==> config.mk <==
export PLATFORM = sky130hd
export DESIGN_NAME = system_alarm_out_pio
export DESIGN_NICKNAME = d
export VERILOG_FILES = /design/src/rtl/system_alarm_out_pio.sv
export SDC_FILE = /design/constraint.sdc
export NUM_CORES = 1
export LEC_CHECK = 0
export CAP_MARGIN = 30
export CORE_MARGIN = 5
export CORE_UTILIZATION = 58
export DETAILED_ROUTE_END_ITERATION = 16
export DONT_BUFFER_PORTS = 1
export PLACE_DENSITY = 0.74
export SETUP_SLACK_MARGIN = 0.5
export SYNTH_ARGS = -nofsm -noshare
export SYNTH_HDL_FRONTEND = slang
export SYNTH_SLANG_ARGS = --single-unit
export TNS_END_PERCENT = 50
==> constraint.sdc <==
create_clock -name clk -period 3.7 [get_ports clk]
set_input_delay 0.37 -clock clk [delete_from_list [all_inputs] [get_ports clk]]
set_output_delay 0.37 -clock clk [all_outputs]
set_load 0.02 [all_outputs]
==> src/rtl/system_alarm_out_pio.sv <==
// rtl/system_alarm_out_pio.sv - Avalon-MM alarm output PIO with programmable blink and burst engine
// Optional burst-done interrupt enabled by defining SYSTEM_ALARM_OUT_PIO_IRQ_EN.
module system_alarm_out_pio #(
   parameter int unsigned WIDTH       = 5,
   parameter int unsigned RESET_VALUE = 0,
   parameter int unsigned PERIOD_W    = 16
) (
   input  logic             clk,
   input  logic             reset_n,
   input  logic [2:0]       address,
   input  logic             chipselect,
   input  logic             write_n,
   input  logic [31:0]      writedata,
   output logic [31:0]      readdata,
   output logic [WIDTH-1:0] out_port,
   output logic             irq
);

   localparam logic [WIDTH-1:0]    L_RESET   = WIDTH'(RESET_VALUE);
   localparam logic [PERIOD_W-1:0] L_P_ONE   = PERIOD_W'(1);
   localparam logic [2:0]          A_DATA    = 3'd0;
   localparam logic [2:0]          A_PERIOD  = 3'd1;
   localparam logic [2:0]          A_MASK    = 3'd2;
   localparam logic [2:0]          A_STATUS  = 3'd3;
   localparam logic [2:0]          A_OUTSET  = 3'd4;
   localparam logic [2:0]          A_OUTCLR  = 3'd5;
   localparam logic [2:0]          A_BURST   = 3'd6;
   localparam logic [2:0]          A_IRQMASK = 3'd7;

   logic [WIDTH-1:0]    r_data;
   logic [PERIOD_W-1:0] r_period;
   logic [WIDTH-1:0]    r_mask;
   logic [PERIOD_W-1:0] r_count;
   logic [7:0]          r_burst;
   logic                r_phase;
   logic                r_done;

   logic                w_wr;
   logic                w_wr_data;
   logic                w_wr_period;
   logic                w_wr_mask;
   logic                w_wr_status;
   logic                w_wr_outset;
   logic                w_wr_outclr;
   logic                w_wr_burst;
   logic                w_active;
   logic                w_toggle;
   logic                w_terminal;
   logic [WIDTH-1:0]    w_wd;
   logic [31:0]         w_rdata;
   logic                w_unused;

   assign w_wr        = chipselect & ~write_n;
   assign w_wr_data   = w_wr && (address == A_DATA);
   assign w_wr_period = w_wr && (address == A_PERIOD);
   assign w_wr_mask   = w_wr && (address == A_MASK);
   assign w_wr_status = w_wr && (address == A_STATUS);
   assign w_wr_outset = w_wr && (address == A_OUTSET);
   assign w_wr_outclr = w_wr && (address == A_OUTCLR);
   assign w_wr_burst  = w_wr && (address == A_BURST);
   assign w_wd        = writedata[WIDTH-1:0];
   assign w_unused    = &{1'b0, writedata};

   // A PERIOD write in the same cycle suppresses the toggle entirely, burst count included.
   assign w_active   = (r_period != '0) && (r_mask != '0);
   assign w_toggle   = w_active && (r_count == (r_period - L_P_ONE)) && !w_wr_period;
   assign w_terminal = w_toggle && (r_burst == 8'd1);

   always_ff @(posedge clk or negedge reset_n) begin
      if (!reset_n) begin
         r_data <= L_RESET;
      end else if (w_wr_data) begin
         r_data <= w_wd;
      end else if (w_wr_outset) begin
         r_data <= r_data | w_wd;
      end else if (w_wr_outclr) begin
         r_data <= r_data & ~w_wd;
      end
   end

   always_ff @(posedge clk or negedge reset_n) begin
      if (!reset_n) begin
         r_period <= '0;
         r_count  <= '0;
         r_phase  <= 1'b0;
      end else begin
         if (w_wr_period) begin
            r_period <= writedata[PERIOD_W-1:0];
         end
         if (w_wr_period || !w_active) begin
            r_count <= '0;
            r_phase <= 1'b0;
         end else if (w_toggle) begin
            r_count <= '0;
            r_phase <= w_terminal ? 1'b0 : ~r_phase;
         end else begin
            r_count <= r_count + L_P_ONE;
         end
      end
   end

   // Software writes to BLINK_MASK / BURST override the burst engine; done-set overrides its clears.
   always_ff @(posedge clk or negedge reset_n) begin
      if (!reset_n) begin
         r_mask  <= '0;
         r_burst <= 8'd0;
         r_done  <= 1'b0;
      end else begin
         if (w_wr_mask) begin
            r_mask <= w_wd;
         end else if (w_terminal) begin
            r_mask <= '0;
         end
         if (w_wr_burst) begin
            r_burst <= writedata[7:0];
         end else if (w_toggle && (r_burst != 8'd0)) begin
            r_burst <= r_burst - 8'd1;
         end
         if (w_terminal) begin
            r_done <= 1'b1;
         end else if (w_wr_burst || (w_wr_status && writedata[1])) begin
            r_done <= 1'b0;
         end
      end
   end

`ifdef SYSTEM_ALARM_OUT_PIO_IRQ_EN
   logic r_irq_mask;

   always_ff @(posedge clk or negedge reset_n) begin
      if (!reset_n) begin
         r_irq_mask <= 1'b0;
      end else if (w_wr && (address == A_IRQMASK)) begin
         r_irq_mask <= writedata[0];
      end
   end

   assign irq = r_done & r_irq_mask;
`else
   assign irq = 1'b0;
`endif

   always_comb begin
      w_rdata = 32'd0;
      case (address)
         A_DATA:    w_rdata = 32'(r_data);
         A_PERIOD:  w_rdata = 32'(r_period);
         A_MASK:    w_rdata = 32'(r_mask);
         A_STATUS:  w_rdata = {16'd0, r_burst, 6'd0, r_done, r_phase};
         A_BURST:   w_rdata = {24'd0, r_burst};
`ifdef SYSTEM_ALARM_OUT_PIO_IRQ_EN
         A_IRQMASK: w_rdata = {31'd0, r_irq_mask};
`endif
         default:   w_rdata = 32'd0;
      endcase
   end

   always_ff @(posedge clk or negedge reset_n) begin
      if (!reset_n) begin
         readdata <= 32'd0;
         out_port <= L_RESET;
      end else begin
         readdata <= w_rdata;
         out_port <= (r_data & ~r_mask) | (r_data & r_mask & {WIDTH{r_phase}});
      end
   end

endmodule

# ---- Word level (Yosys, flattened, before mapping)
# Cells that the tools add are included.
dict set report op_classes {
  mux 15
  n_addsub 3
  reduce_logical 26
  bitwise_logic 11
  eq_ne 8
}
# cell n
set op_table {}
lappend op_table {{one-hot mux 16 bit (5 select lines)} 1}
lappend op_table {{two-way mux 16 bit} 2}
lappend op_table {{two-way mux 5 bit} 5}
lappend op_table {{bitwise AND 5 bit} 4}
lappend op_table {{adder 16 x 1 -> 16 bit, second input constant} 1}
lappend op_table {{equality test 16 bit} 1}
lappend op_table {{two-way mux 8 bit} 2}
lappend op_table {{nonzero test 16 bit} 1}
lappend op_table {{subtractor 16 x 1 -> 16 bit, second input constant} 1}
lappend op_table {{logical AND 1 bit} 13}
lappend op_table {{NOT 5 bit} 2}
lappend op_table {{bitwise OR 5 bit} 2}
lappend op_table {{equality test 3 bit, second input constant} 3}
lappend op_table {{equality test 8 x 1 -> 1 bit, second input constant} 1}
lappend op_table {{nonzero test 2 bit} 4}
lappend op_table {{nonzero test 8 bit} 1}
lappend op_table {{subtractor 8 x 1 -> 8 bit, second input constant} 1}
lappend op_table {{equality test 3 x 2 -> 1 bit, second input constant} 2}
lappend op_table {{two-way mux 1 bit} 5}
lappend op_table {{nonzero test 5 bit} 1}
lappend op_table {{equality test 3 x 1 -> 1 bit, second input constant} 1}
lappend op_table {{zero test 3 bit} 1}
lappend op_table {{nonzero test 3 bit} 1}
lappend op_table {{zero test 1 bit} 2}
lappend op_table {{3 further kinds} 5}
dict set report totals {
  inputBits 39
  reg_bits 89
  output_inout_bits 38
  wordCells 72
}

# ---- Logic depth before layout (Yosys ltp)
# Gate-level depths: netlist (run 1).
dict set report depth {
  depth_word 9
  mapped_depth 11
  ltp_nobuf 10
}

# ---- Worst setup path after synthesis (run 1)
# Ideal clock, no wire load.
dict set report synth_path {
  path_kind {register to register}
  start {register r_period[8]}
  end {register r_burst[5]}
  path_slack_ps 790
  path_buffers 1
  synth_period_minus_slack_ps 2910
  arrival_time_ps 2790
  setup_time_ps 120
  t_required_ps 3580
  stages_incl_launch_ff 10
  cell_sequence {dfrtp_1 > buf_6 > or4_4 > or4_4 > nor3_4 > mux2i_1 > nor4_4 > nand2_2 > or3_1 > a31o_1}
}
dict set report synth_between {
  elab_chain_cells 6
  elab_cells_between_ends 8
  cone_classes {1 x add/sub; 1 x eq/ne; 6 x reduce/logical}
}
# item line
set synth_rtl {}
lappend synth_rtl {{start, declared} 31} ;# logic [PERIOD_W-1:0] r_period;
lappend synth_rtl {{start signal, assigned} 88} ;# r_period <= writedata[PERIOD_W-1:0];
lappend synth_rtl {{subtractor 16 x 1 -> 16 bit or nonzero test 16 bit (tied branches)} {66, 65}}
lappend synth_rtl {{equality test 16 bit or logical AND 1 bit (tied branches)} {66, 65}}
lappend synth_rtl {{logical AND 1 bit * (2 in series)} 66} ;# assign w_toggle = w_active && (r_count == (r_period - L_P_ONE)) && !w_wr_period;
lappend synth_rtl {{logical AND 1 bit *} 116} ;# end else if (w_toggle && (r_burst != 8'd0)) begin
lappend synth_rtl {{nonzero test 2 bit (no line) *} --}
lappend synth_rtl {{end signal, assigned} 115} ;# r_burst <= writedata[7:0];
lappend synth_rtl {{end signal, assigned} 117} ;# r_burst <= r_burst - 8'd1;
lappend synth_rtl {{end, declared} 34} ;# logic [7:0] r_burst;
# Mark *: on every way between the ends. The rest lies on a longest branch, timed or not.
# A chain may end at the register's enable or synchronous reset.

# ---- Worst setup path in the final report (run 1)
dict set report layout_path {
  start {register r_period[9]}
  end {register r_burst[5]}
}
# The elaborated chain is that of the path after synthesis.

==> impl_metrics.ini, run 1 <==
[detailed_routing]
num_vias = 3183
drtIter0Drc = 172
wl_per_cell_um = 17.6
drc = 0
viasPerCell = 5.95
drt_first_pass_iters = 4
ant_nets = 0
drt_wl_total_mm = 9.41

[timing]
fin_setup_tns_ns = 0
rsz0062_at_grt = yes
finalSetupViolCount = 0
skew_ns = 0.0159
fmax_mhz = 317
period_share_pct = 85.2
report.final.slew_viol_count = 0
period_minus_slack_ns = 3.15
slew_headroom_pct = 42.1
hold_viol = 0
worst_pin_slew_ns = 0.867

[floorplan]
dieArea_mm2 = 0.00881
ioPinCount = 77
fp-row-count = 30
coreArea_mm2 = 0.00683
die_x_um = 93.8
initial_utilization_pct = 59.7
fp.dieH_um = 93.8

[critical_path]
required_ns = 3.95
regToRegEndpoint = r_burst[5]
rr_startpoint = r_period[9]
start_kind = flop
cp_data_arrival_time_ns = 3.40
criticalPathCategory = reg -> reg
worstSetupEndpointType = flop
r2r_cells = 8
crit_fanout = 6
rrSetupSlack_ns = 0.55

[worst_hold_path]
hold_path_class = in -> reg
holdPathEnd = readdata[2]
min_path_cells = 1
holdCritStartpoint = address[0]

[placement]
place.gp.congestion = 0.833
port-buffer-count = 0
place_area_mm2 = 0.00410
dp_hpwl_mm = 6.71
place_inst = 511

[run]
drv_cap = 0

[cts]
cts_made_buffers = 9
insertion_delay_ns = 0.36
cts_root_buffer = clkbuf_8
clk_pin_slew_ns = 0.08
clk_path_buf_depth = 2
htree_levels = 3
cts_tree = built
clock-sinks = 73

[logic_synthesis]
synthCells = 428
ys.warnings.count = 0
synth_edf_count = 0
yosysSeqAreaShare_pct = 44.8
syn_area_mm2 = 0.00408
synth.distinct_cells = 57
synth-async-reset-ratio_pct = 100
yosysTopAreaCell = dfrtp_1
synth_area_leaders = dfrtp_1 (45%), xnor2_1 (4.5%), mux2i_1 (4.4%), nor2_1 (4.4%), mux2_2 (4.1%)
synthFlopType = dfrtp_1
ys_seq_elements = 73
synth.avg_cell_area_um2 = 9.53
synth.top_cell.area_share_pct = 44.8

[finish]
diodes = 0
fin_area_mm2 = 0.00438
drive_gt1_share_pct = 12.1
final_util_pct = 64.2
nets = 478
fin_cells = 535
areaGrowthSynthToFinish_pct = 7.49

[grt]
grt_max_degree = 74
grt_pass1_wl_mm = 15.3
top_usage_layer = met2
grt_overflow = 0
grtUsageMet2_pct = 34.9
use_met3_pct = 5.85
met1_usage_pct = 29.9
antenna_found_initial = 0
grt_pass1_vias = 3019
track_usage_pct = 22.3

[pwr]
p_leak_nw = 1.92
peakVddDrop_uv = 349
finalPower_mw = 2.29
cellPowerDensity_mw_per_mm2 = 523

[outcome]
status = finished, final reports clean
how the worst max path moves through the flow:
stage                      from  slack, ns    endpoint  cells past startpoint
finish              r_period[9]       0.55  r_burst[5]                      8
global route        r_period[8]       0.49  r_burst[5]                      8
CTS                 r_period[0]       0.54  r_burst[5]                     11
detailed placement  r_period[0]       0.50  r_burst[5]                     10
global placement    r_period[9]       0.58  r_burst[5]                      8
floorplan           r_period[8]       0.79  r_burst[5]                      9
flip-flops by register name, summed over array words and instances, names as in the netlist, named ones only:
| name | count |
|---|---|
| readdata | 16 |
| r_count | 16 |
| r_mask | 5 |
| r_period | 16 |
| r_done | 1 |
| r_burst | 8 |
| out_port | 5 |
| r_phase | 1 |
per-layer routing:
layer | wire length, um | vias to the layer above
met1 | 3900 | 1554
li1 | - | 1487
met3 | 720 | 24
met2 | 4540 | 118
met4 | 251 | 0
met5 | 0 | -
final cells by class:
| class | instances | area, um2 |
|---|---|---|
| Clock buffer | 10 | 138 |
| Sequential cell | 73 | 1830 |
| Tap cell | 96 | 120 |
| Timing Repair Buffer | 15 | 135 |
| Inverter | 9 | 33.8 |
| Clock inverter | 5 | 56.3 |
| Fill cell | 562 | 2450 |
| Multi-Input combinational cell | 327 | 2070 |
per-stage QoR:
step | hold slack [ns] | worst slack, ns
after floorplan | 0.0744 | 0.790
after global placement | 0.0762 | 0.584
after detailed placement | 0.0762 | 0.495
after CTS | 0.110 | 0.544
after global routing | 0.107 | 0.488
final | 0.122 | 0.549
critical path, cell delays in order (launching register included):
cell and delay, ns:
dfrtp_1 0.46, or4_4 0.57, or4_4 0.45, nor3_1 0.25, xnor2_1 0.15, nor4_4 0.36, nand2_2 0.18, or3_1 0.40
a31o_1 0.23
cells by family (layout without fill, tap and decap cells):
kind of cell | after synthesis | in the layout | share of synthesized area (%)
XOR/XNOR | 31 | 31 | 6.66
flip-flops | 73 | 73 | 44.8
other | 1 | 17 | 0.0920
adder cells (fa/ha/maj) | 4 | 4 | 1.23
buffers and inverters | 44 | 39 | 5.83
AO/OA/AOI/OAI | 69 | 69 | 11.2
multiplexers | 33 | 33 | 8.56
AND/OR/NAND/NOR | 173 | 173 | 21.6
power breakdown:
part / internal [mW] / total, mW / leakage, nW / switching (mW)
registers: 0.928 / 1.15 / 0.919 / 0.221
logic: 0.249 / 0.523 / 0.901 / 0.274
clock network: 0.325 / 0.621 / 0.0981 / 0.296
synth_stat cells (all sizes together) (9+ instances only):
cell type,n
xor2,10
nor2b,9
mux2,15
buf,21
dfrtp,73
clkbuf,14
inv,9
nand3,13
nor3,18
mux2i,18
xnor2,21
o21ai,27
nand2,42
nor2,48
timing repair:
item,4_1_cts,5_1_grt
setup buffers,2,5
pin swaps,1,2
hold endpoints to repair,73,0
resized for setup,0,1
endpoints found under the setup margin,1,22
hold buffers,2,0
placed cells by master (no fill, tap or decap), types with 13 or more instances in the layout:
cell,count
buf_4,13
conb_1,17
nand2_1,41
mux2_2,15
xnor2_1,21
dfrtp_1,73
mux2i_1,18
nor2_1,48
o21ai_0,27
nand3_1,13
nor3_1,16
Power figures use the tool's default switching activity.
==> run 2, diff against run 1 <==
ABC_AREA = 1   (was not set)
==> run 2 against run 1 <==
Register-to-register slack improved by 0.78 ns. Fmax rose by 33%. Largest cell class unchanged. Sequential share of layout area fell by 2.2 points. Cell count up 23%. Design area is 5.6% higher. Combinational power is 60% higher. Wire length up 6.4%. Global-route usage down 0.44 points. Synthesized cell count grew 28%. Non-clock buffer count is 13 lower. Critical endpoint is now r_phase. First-iteration DRC count increased by 15%.
==> impl_metrics.ini, run 2 <==
[outcome]
status = finished, final reports clean

[floorplan]
dieArea_mm2 = 0.00941
ioPinCount = 77
die_x_um = 97.0
fp.dieH_um = 97.0
initial_utilization_pct = 60.2
fp-row-count = 31
coreArea_mm2 = 0.00729

[critical_path]
regToRegEndpoint = r_phase
crit_fanout = 17
criticalPathCategory = reg -> reg
start_kind = flop
cp_data_arrival_time_ns = 2.59
required_ns = 3.92
worstSetupEndpointType = flop
rrSetupSlack_ns = 1.33
rr_startpoint = r_period[0]
r2r_cells = 11
worstSetupStartpoint = r_period[0]

[logic_synthesis]
synthMostInstantiatedCell = nand2_1
synth_edf_count = 0
synth-async-reset-ratio_pct = 100
synthCells = 549
synth_area_leaders = dfrtp_1 (42%), nand2_1 (11%), inv_1 (5.6%), nor2_4 (4.4%), nand3_1 (4.2%)
yosysSeqAreaShare_pct = 41.6
ys_seq_elements = 73
synthFlopType = dfrtp_1
synth.top_cell.area_share_pct = 41.6
ys.warnings.count = 0
synth.avg_cell_area_um2 = 7.99
syn_area_mm2 = 0.00439
yosysTopAreaCell = dfrtp_1
synth.distinct_cells = 37
synth_common_cells = nand2_1 (133), dfrtp_1 (73), inv_1 (66)

[finish]
drive_gt1_share_pct = 11.3
final_common_cell = nand2_1
nets = 595
fin_area_mm2 = 0.00463
areaGrowthSynthToFinish_pct = 5.42
diodes = 0
num-fill-cells = 650
final_cell_mix = nand2_1 (133), dfrtp_1 (73), inv_1 (66), nor2_1 (45), nand3_1 (37)
top_regs = r_count (16), r_period (16), readdata (16)
final_util_pct = 63.5

[timing]
period_share_pct = 64.1
fmax_mhz = 421
rsz0062_at_grt = no
period_minus_slack_ns = 2.37
hold_viol = 0
fin_setup_tns_ns = 0
report.final.slew_viol_count = 0
worst_pin_slew_ns = 0.734
timing.hold.ws_ns = 0.122
finalSetupViolCount = 0
skew_ns = 0.0125
slew_headroom_pct = 50.7

[grt]
grt_pass1_vias = 3361
grt_max_degree = 74
antenna_found_initial = 0
grt_pass1_wl_mm = 16.7
grt_overflow = 0
track_usage_pct = 21.9

[detailed_routing]
wl_per_cell_um = 15.3
drt_wl_total_mm = 10.0
drt_first_pass_iters = 5
viasPerCell = 5.38
drc = 0
ant_nets = 0
num_vias = 3531
drtIter0Drc = 198

[pwr]
peakVddDrop_uv = 451
p_leak_nw = 2.27
cellPowerDensity_mw_per_mm2 = 569
finalPower_mw = 2.63

[cts]
insertion_delay_ns = 0.36
cts_made_buffers = 9
htree_levels = 3
clk_pin_slew_ns = 0.09
clock-sinks = 73
cts_root_buffer = clkbuf_8
cts_tree = built
clk_path_buf_depth = 2

[placement]
place.gp.congestion = 0.924
dp_hpwl_mm = 7.55
place_area_mm2 = 0.00439
port-buffer-count = 0

[run]
drv_cap = 0

[worst_hold_path]
holdPathEnd = r_mask[4]
holdCritStartpoint = writedata[4]
hold_path_class = in -> reg
min_path_cells = 2
[run 2: changes by cell type after synthesis, sizes merged, moves of 13 or more]
cell   delta
inv      +62
mux2     -15
mux2i    -18
nand2   +104
nand3    +26
nor2     +20
o22ai    +13
[run 2: worst max-delay path by stage]
stage | to | slack [ns] | cells past startpoint
finish | r_phase | 1.33 | 11
global route | r_phase | 1.11 | 11
CTS | r_phase | 1.29 | 11
detailed placement | r_phase | 1.14 | 12
global placement | r_phase | 1.25 | 12
floorplan | r_count[12] | 1.76 | 12
[run 2: cell families (layout without fill, tap and decap cells)]
family / after synthesis / count (layout) / synth area share, %
simple gates: 275 / 275 / 32.1
fa+ha+maj: 4 / 4 / 1.14
flops: 73 / 73 / 41.6
other cells: 1 / 17 / 0.0854
buf+inv: 97 / 89 / 10.1
xor+xnor: 31 / 31 / 6.19
compound gates: 68 / 68 / 8.75
[run 2: repair_timing]
item | 4_1_cts | 5_1_grt
endpoints found under the hold margin | 73 | 0
resized for setup | 0 | 0
buffers inserted | 0 | 0
endpoints found under the setup margin | 0 | 0
hold buffers | 2 | 0
[run 2: worst max-delay path, stage by stage (launching register included)]
cell and delay (ns):
dfrtp_1 0.45, inv_2 0.10, ha_1 0.20, nand2_2 0.15
nor2_8 0.17, nand2_1 0.08, xor2_1 0.22, nand2_2 0.13
nor2_8 0.18, nand3_4 0.09, nand2_4 0.33, o21ai_0 0.14
[run 2: layout make-up]
type | instances | area (um2) | share of cell area [%]
multi-input combinational | 395 | 2180 | 47.1
timing repair buffer | 2 | 37.5 | 0.811
inverter | 71 | 267 | 5.76
tap | 99 | 124 | 2.68
sequential | 73 | 1830 | 39.5
clock buffer | 10 | 128 | 2.76
clock inverter | 6 | 67.6 | 1.46
[run 2: where the power goes]
group | switching (mW) | internal, mW
Clock | 0.318 | 0.314
Sequential | 0.208 | 0.955
Combinational | 0.543 | 0.295
[run 2: layer usage]
layer / vias up / track usage [%] / wire, um
met5: - / 0 / 0
li1: 1723 / - / -
met3: 26 / 5.25 / 626
met1: 1680 / 28.2 / 4260
met4: 0 / 8.21 / 239
met2: 102 / 35.7 / 4890
[run 2: through the flow]
stage | std cells | setup WS, ns
2_1_floorplan | 565 | 1.76
3_3_place_gp | 638 | 1.25
3_5_place_dp | 638 | 1.14
4_1_cts | 656 | 1.29
5_1_grt | 656 | 1.11
6_report | 656 | 1.33
==> run 3, diff against run 2 <==
PLACE_DENSITY = 0.76   (was 0.74)
clock period = 2 ns   (was 3.7 ns; I/O delays follow)
==> run 3 against run 2 <==
The flow now finishes with violations (hold timing, setup timing). Design area up 12%. Clock skew rose by 0.0016 ns. Register-to-register slack worse by 1.4 ns. Core utilization up 7.4 points. Critical endpoint is now r_burst[2].
==> impl_metrics.ini, run 3 (same netlist as run 2, synthesis figures left out) <==
[grt]
use_met3_pct = 6.91
grt_overflow = 0
track_usage_pct = 23.9
grt_max_degree = 74
grtUsageMet2_pct = 38.6
grt_pass1_vias = 3616
top_usage_layer = met2
met1_usage_pct = 30.1
antenna_found_initial = 0
grt_pass1_wl_mm = 18.1

[pwr]
finalPower_mw = 5.34
peakVddDrop_uv = 583
cellPowerDensity_mw_per_mm2 = 1030
p_leak_nw = 2.49

[finish]
top_regs = r_count (16), r_period (16), readdata (16)
final_cell_mix = nand2_1 (121), dfrtp_1 (68), inv_1 (65), nor2_1 (38), nand3_1 (32)
nets = 635
final_common_cell = nand2_1
areaGrowthSynthToFinish_pct = 17.7
drive_gt1_share_pct = 20.8
fin_area_mm2 = 0.00516
diodes = 0

[critical_path]
worstSetupEndpointType = flop
cpPeakStageDelay_ns = 0.40
crit_fanout = 8
cp_data_arrival_time_ns = 2.37
criticalPathCategory = reg -> reg
crit_family = simple AND/OR/NAND/NOR gates
required_ns = 2.31
start_kind = flop
crit_path_frequent_cell = nand2_1
crit_path_top_delay_cell = dfrtp_1
crit_path_cell_trace = inv_2 -> ha_4 -> nand3_4 -> o21ai_2 -> nand2_1 -> nand2_1 -> nand2_1 -> nor2_4 -> nand4_4 -> nand2_4 -> nand2_1 -> nand2_1
critical_path_buf_inv_count = 1

[timing]
rsz0062_at_grt = yes
skew_ns = 0.0141
fin_ws_ns = -0.0593
finalSetupViolCount = 29
period_share_pct = 103
timing.hold.ws_ns = -0.486
period_minus_slack_ns = 2.06
fin_setup_tns_ns = -1.22
fmax_mhz = 486
hold_viol = 73
report.final.slew_viol_count = 0

[detailed_routing]
drt_wl_total_mm = 11.3
viasPerCell = 5.42
num_vias = 3770
drc = 0
wl_per_cell_um = 16.3
drt_first_pass_iters = 5
drtIter0Drc = 294
ant_nets = 0

[worst_hold_path]
hold_path_class = in -> async

[cts]
cts_made_buffers = 9
htree_levels = 3
cts_root_buffer = clkbuf_8
insertion_delay_ns = 0.37
clock-sinks = 73
cts_tree = built
postCtsHoldBufs = 16
clk_pin_slew_ns = 0.09
clk_path_buf_depth = 2

[placement]
dp_hpwl_mm = 7.58
place.gp.congestion = 0.936
port-buffer-count = 0
place_area_mm2 = 0.00456

[run]
drv_cap = 0

[floorplan]
dieArea_mm2 = 0.00941
fp-row-count = 31
coreArea_mm2 = 0.00729
ioPinCount = 77
initial_utilization_pct = 60.2
die_x_um = 97.0
fp.dieH_um = 97.0

[outcome]
status = finished, violations left
violations = hold timing, setup timing
-- run 3: worst paths after layout --
path | from | endpoint | slack (ns) | cells after the start
hold reg to reg | r_count[0] | r_count[0] | 0.50 | 1
setup / recovery | r_period[0] | r_burst[2] | -0.06 | 12
min in group clk | writedata[2] | flop | 0.01 | 2
hold / removal | reset_n | r_count[10] | -0.49 | 0
max in group asynchronous | reset_n | r_period[3] | 2.34 | 0
setup reg to reg | r_period[0] | r_burst[2] | -0.06 | 12
-- run 3: worst reg2reg max path, stage by stage (launching register included) --
cell and delay (ns):
dfrtp_1 0.40, inv_2 0.12, ha_4 0.20, nand3_4 0.11
o21ai_2 0.20, nand2_1 0.09, nand2_1 0.09, nand2_1 0.09
nor2_4 0.22, nand4_4 0.20, nand2_4 0.17, nand2_1 0.07
nand2_1 0.06
-- run 3: what timing repair did --
| item | in CTS | in global routing |
|---|---|---|
| gates cloned | 1 | 0 |
| pin swaps | 17 | 15 |
| endpoints found under the setup margin | 31 | 31 |
| buffers inserted | 7 | 3 |
| gates resized for setup | 12 | 29 |
| hold endpoints to repair | 95 | 73 |
-- run 3: report_power, final --
group / internal, mW / switching [mW] / leakage [nW]
combinational: 0.779 / 1.18 / 1.46
clock: 0.619 / 0.597 / 0.0966
sequential: 1.77 / 0.393 / 0.934
-- run 3: stage by stage --
stage | utilization (%) | instances | setup slack (ns) | hold slack (ns)
final | 70.8 | 696 | -0.0593 | -0.486
after global routing | 70.8 | 696 | -0.163 | -0.509
after CTS | 69.2 | 693 | 0.0253 | -0.492
after detailed placement | 62.5 | 653 | 0.00943 | -0.0932
after global placement | 62.5 | 653 | 0.0439 | -0.0934
after floorplan | - | 565 | 0.177 | -0.0956
-- run 3: routing by layer --
| layer | vias to the layer above | routed length, um |
|---|---|---|
| li1 | 1799 | - |
| met1 | 1813 | 4650 |
| met2 | 126 | 5670 |
| met3 | 32 | 684 |
| met4 | 0 | 316 |
| met5 | - | 0 |
-- run 3: area by class of cell --
cell class | instances | area [um2]
timing repair buffer | 41 | 373
multi-input combinational | 396 | 2360
inverter | 71 | 267
clock inverter | 5 | 62.6
tap | 99 | 124
sequential | 73 | 1830
clock buffer | 11 | 141
fill | 559 | 2130
